<file path="src/rtl/counter_datapath.sv">
// Datapath partner of the up/down counter FSM: count register, push-button conditioning, limit flags.
// Define DEBOUNCE_EN to insert a DB_CYCLES stability filter between each synchronizer and edge detector.
module counter_datapath #(
  parameter int WIDTH     = 4,
  parameter int MAX_VAL   = 9,
  parameter int MIN_VAL   = 0,
  parameter int DB_CYCLES = 16
) (
  input  logic             clk,
  input  logic             rst,
  input  logic             btn_up,
  input  logic             btn_dn,
  input  logic             ld,
  input  logic             clr,
  input  logic             s,
  output logic             U,
  output logic             D,
  output logic             CM,
  output logic             Cm,
  output logic [WIDTH-1:0] count
);

  localparam logic [WIDTH-1:0] MAX_C = WIDTH'(MAX_VAL);
  localparam logic [WIDTH-1:0] MIN_C = WIDTH'(MIN_VAL);
  localparam logic [WIDTH-1:0] ONE_C = WIDTH'(1);

  // Reject parameter sets for which the saturation guards or the debouncer cannot work.
  if ((MIN_VAL < 0) || (MIN_VAL >= MAX_VAL) || (MAX_VAL > (2**WIDTH) - 1) || (DB_CYCLES < 2))
  begin : g_bad_params
    $error("counter_datapath: illegal parameter set");
  end

  // Bit 0 carries the up button, bit 1 the down button; the two paths never interact.
  logic [1:0]       btn_raw_s;
  logic [1:0]       sync1_q;
  logic [1:0]       sync2_q;
  logic [1:0]       lvl_s;
  logic [1:0]       prev_q;
  logic [1:0]       pulse_q;
  logic [WIDTH-1:0] count_q;
  logic [WIDTH-1:0] count_d;

  assign btn_raw_s = {btn_dn, btn_up};

  // Two-flop synchronizer for the asynchronous buttons.
  always_ff @(posedge clk or posedge rst) begin
    if (rst) begin
      sync1_q <= 2'b00;
      sync2_q <= 2'b00;
    end else begin
      sync1_q <= btn_raw_s;
      sync2_q <= sync1_q;
    end
  end

`ifdef DEBOUNCE_EN
  localparam int             CW      = $clog2(DB_CYCLES + 1);
  localparam logic [CW-1:0]  DB_LAST = CW'(DB_CYCLES - 1);

  logic [1:0][CW-1:0] db_cnt_q;
  logic [1:0][CW-1:0] db_cnt_d;
  logic [1:0]         lvl_q;
  logic [1:0]         lvl_d;

  // Level follows the synchronized input only after DB_CYCLES consecutive disagreeing samples.
  always_comb begin
    db_cnt_d = db_cnt_q;
    lvl_d    = lvl_q;
    for (int i = 0; i < 2; i++) begin
      if (sync2_q[i] != lvl_q[i]) begin
        if (db_cnt_q[i] == DB_LAST) begin
          lvl_d[i]    = sync2_q[i];
          db_cnt_d[i] = {CW{1'b0}};
        end else begin
          db_cnt_d[i] = db_cnt_q[i] + CW'(1);
        end
      end else begin
        db_cnt_d[i] = {CW{1'b0}};
      end
    end
  end

  // Debounce state registers.
  always_ff @(posedge clk or posedge rst) begin
    if (rst) begin
      db_cnt_q <= {2{{CW{1'b0}}}};
      lvl_q    <= 2'b00;
    end else begin
      db_cnt_q <= db_cnt_d;
      lvl_q    <= lvl_d;
    end
  end

  assign lvl_s = lvl_q;
`else
  assign lvl_s = sync2_q;
`endif

  // Rising-edge detector; a release (falling level) never yields a pulse.
  always_ff @(posedge clk or posedge rst) begin
    if (rst) begin
      prev_q  <= 2'b00;
      pulse_q <= 2'b00;
    end else begin
      prev_q  <= lvl_s;
      pulse_q <= lvl_s & ~prev_q;
    end
  end

  // Clear beats load; guarded steps saturate so an illegal FSM command cannot wrap the count.
  always_comb begin
    count_d = count_q;
    if (clr) begin
      count_d = MIN_C;
    end else if (ld) begin
      if (!s) begin
        if (count_q < MAX_C) begin
          count_d = count_q + ONE_C;
        end else begin
          count_d = count_q;
        end
      end else begin
        if (count_q > MIN_C) begin
          count_d = count_q - ONE_C;
        end else begin
          count_d = count_q;
        end
      end
    end else begin
      count_d = count_q;
    end
  end

  // Count register.
  always_ff @(posedge clk or posedge rst) begin
    if (rst) begin
      count_q <= MIN_C;
    end else begin
      count_q <= count_d;
    end
  end

  assign U     = pulse_q[0];
  assign D     = pulse_q[1];
  assign count = count_q;
  assign CM    = (count_q < MAX_C);
  assign Cm    = (count_q > MIN_C);

endmodule

</file>
<file path="config.mk">
export PLATFORM = sky130hd
export DESIGN_NAME = counter_datapath
export DESIGN_NICKNAME = d
export VERILOG_FILES = /design/src/rtl/counter_datapath.sv
export SDC_FILE = /design/constraint.sdc
export NUM_CORES = 1
export LEC_CHECK = 0
export CAP_MARGIN = 30
export CORE_AREA = 2 2 39 41
export CTS_BUF_LIST = sky130_fd_sc_hd__clkbuf_8
export CTS_CLUSTER_DIAMETER = 50
export CTS_CLUSTER_SIZE = 16
export DETAILED_ROUTE_END_ITERATION = 8
export DIE_AREA = 0 0 41 43
export DONT_BUFFER_PORTS = 1
export PLACE_DENSITY = 0.56
export SYNTH_ARGS = -nofsm -noshare
export SYNTH_HDL_FRONTEND = slang
export SYNTH_SLANG_ARGS = --single-unit
</file>
<file path="constraint.sdc">
create_clock -name clk -period 3.81 [get_ports clk]
set_clock_uncertainty 0.05 [all_clocks]
set_input_delay 0.5715 -clock clk [delete_from_list [all_inputs] [get_ports clk]]
set_output_delay 0.5715 -clock clk [all_outputs]
set_load 0.05 [all_outputs]
</file>
==> impl_metrics.csv <==
group,metric,value,unit
cells_and_area,layout_commonest_cell,"sky130_fd_sc_hd__dfrtp_1",
route,finalWirelength,936,um
route,post-route-drc-count,0,
yosys,netlist-cell-type-count,20,
clock_network,numCtsBuffers,3,
yosys,synth_seq_area_share,54.18,%
yosys,synth_top_area_share,54.18,%
critical_path,critical_path.reg2reg.endpoint,"count[3]$_DFFE_PP0P_",
critical_path,reg2reg_setup_slack,1.66,ns
timing,rsz0062_at_grt,"no",
clock_network,hold_buffers,0,
floorplanning,dieHeight,43,um
power,leakage,0.0002867,uW
grt,globalRouteTotalUtil,13.11,%
critical_path,reg2regPathDepth,5,
route,detail_route.vias_per_cell,5.576,
critical_path,setup.worst_path.class,"reg2out",
floorplanning,fp.dieW,41,um
yosys,ys.flop_type,"sky130_fd_sc_hd__dfrtp_1",
cells_and_area,postLayoutCellArea,629.4,sq um
clock_network,post_cts.repair.setup_buffers,0,
critical_path,timing.critical_path.to_type,"primary output",
placement,post-place-cells,62,
floorplanning,top_level_ports,15,
clock_network,clock_insertion_delay_worst_skew,0.24,ns
grt,initial_antenna_violation_count,0,
clock_network,number_of_h_tree_levels,1,
clock_network,clock_tree_from_tritoncts,"yes",
yosys,mapped_area,554.3,sq um
yosys,yosysWarnings,0,
cells_and_area,mostFrequentLayoutCells,"12 x sky130_fd_sc_hd__dfrtp_1, 5 x sky130_fd_sc_hd__a21oi_1, 4 x sky130_fd_sc_hd__nand2_1, 4 x sky130_fd_sc_hd__nand3_1, 4 x sky130_fd_sc_hd__clkbuf_8",
placement,gp_routability_congestion,0.7353,
yosys,async_reset_ff_share,100.0,%
yosys,yosys.area.top_type,"sky130_fd_sc_hd__dfrtp_1",
floorplanning,placementRows,14,
route,routed_wire_length_per_instance,14.18,um
timing,timing.final.hold_violations,0,
route,dr_total_vias,368,
yosys,flops_latches_synth,12,
timing,relSlewSlack,55.37,%
critical_path,worst-path-max-fanout,7,
cells_and_area,antennaDiodeCount,0,
yosys,synth_edf_count,0,
clock_network,cts.path.max_buffers,2,
floorplanning,design.core.area,1384,sq um
timing,crit_share_post_route,62.70,%
cells_and_area,num-nets-final,61,
clock_network,master_cell_of_the_clock_root_buffer,"sky130_fd_sc_hd__clkbuf_8",
cells_and_area,syn2layout_area_growth,13.54,%
grt,grt_pass1_vias,352,
placement,dp.final_hpwl,715.2,um
placement,port_buffers,0,
critical_path,critical_r2r_launch,"count[2]$_DFFE_PP0P_",
grt,grt_first_pass_wirelength,1497,um
critical_path,crit_required,3.19,ns
route,detail-route-antenna-nets,0,
timing,fin_tns_setup,0,ns
yosys,synth_top_cells_by_area,"sky130_fd_sc_hd__dfrtp_1 54%, sky130_fd_sc_hd__a21oi_1 4.5%, sky130_fd_sc_hd__ha_1 4.5%",
timing,setup_failing_eps_final,0,
power,irDropWorstVdd,0.2929,mV
status,run_status,"completed",
route,dr.pass1.iters,4,
flow_run,cap_viol_max_count,0,
clock_network,path_clk_slew,0.05,ns
critical_path,timing.critical_path.from_type,"flip-flop",
grt,globalRouteOverflowTotal,0,
timing,period_minus_slack,2.389,ns
yosys,netlist_instances,46,
cells_and_area,drive_above_1_share,18.00,%
cells_and_area,post_route_insts_no_fill,66,
yosys,avg_inst_size_synth,12.05,sq um
route,detailedRoute.firstIterationViolations,5,
timing,max_slew.worst_pin.slew,0.6695,ns
critical_path,arrival_time_worst_endpoint,1.77,ns
clock_network,cts_resized,0,
min_path,min_path_type,"in2async",
timing,maximum_clock_frequency,0.4186,GHz
placement,placedInstanceArea,574.3,sq um
grt,grt_start_max_net_pins,13,
clock_network,clock_sinks,12,
yosys,mappedNetlistNets,56,
floorplanning,initial_utilization,40.05,%
timing,report.final.slew_viol_count,0,
floorplanning,floorplan.die_area,1763,sq um
power,power_density_cells,710.1,nW/um^2
## critical path: stages, from the launching register on
cell                      delay (ns)
sky130_fd_sc_hd__dfrtp_1        0.63
sky130_fd_sc_hd__or3_1          0.51
sky130_fd_sc_hd__nand2_1        0.38
## power breakdown
| part | leakage, uW | internal (uW) | switching (uW) | total (uW) |
|---|---|---|---|---|
| sequential | 0.000149 | 140 | 57.2 | 197 |
| clock | 0.0000288 | 91.1 | 45.0 | 136 |
| combinational | 0.000109 | 42.6 | 71.0 | 114 |
## final cells by class
type	count	area, sq um
well taps	16	20.02
flip-flops and latches	12	300.3
clock buffers	4	55.05
fillers	130	754.5
multi-input cells	32	246.5
inverters	2	7.507
## registers in the layout, summed over array words and instances, names as in the netlist
register	count
count	4
prev_q	2
lvl_s	2
sync1_q	2
pulse_q	2
## synth_stat cells, types with 2 or more instances
cell and count:
sky130_fd_sc_hd__a21oi_1 5, sky130_fd_sc_hd__nand2_1 4, sky130_fd_sc_hd__nand3_1 4, sky130_fd_sc_hd__nor2b_1 2, sky130_fd_sc_hd__or2b_2 2, sky130_fd_sc_hd__or3_1 2, sky130_fd_sc_hd__ha_1 2, sky130_fd_sc_hd__inv_1 2
sky130_fd_sc_hd__dfrtp_1 12
## cell families (layout without fill, tap and decap cells)
family                     count (synthesis)  count (layout)  share of synthesized area [%]
and+or+nand+nor                           18              18                          21.45
DFF                                       12              12                          54.18
AOI/OAI and AO/OA                          8               8                          9.481
adders and majority gates                  3               3                          8.126
muxes                                      2               2                          3.837
buffers and inverters                      2               6                          1.355
xor gates and xnor gates                   1               1                          1.580
## worst max path at each step
stage,from,to,slack (ns)
after global placement,count[0]$_DFFE_PP0P_,CM,1.68
after floorplan,count[0]$_DFFE_PP0P_,CM,1.73
after detailed placement,count[0]$_DFFE_PP0P_,CM,1.67
final,count[0]$_DFFE_PP0P_,CM,1.42
after CTS,count[0]$_DFFE_PP0P_,CM,1.41
after global routing,count[0]$_DFFE_PP0P_,CM,1.35
## layer usage
metal  routed length (um)  part of all wire (%)  global-route usage (%)
met1                  423                    45                   17.53
met2                  421                    45                   17.19
met3                   77                   8.2                   5.236
met4                   13                   1.4                   8.000
met5                    0                     0                       0
## through the flow
stage | setup WS [ns] | hold WS, ns | utilization, % | power (uW)
after global placement | 1.684 | 0.2835 | 41.50 | 306.5
after CTS | 1.414 | 0.1773 | 45.48 | 451.4
after detailed placement | 1.674 | 0.2873 | 41.50 | 312.6
after floorplan | 1.730 | 0.2812 | - | 294.0
after global routing | 1.353 | 0.1976 | 45.48 | 469.6
final | 1.421 | 0.1662 | 45.48 | 446.9
Power figures use the tool's default switching activity.
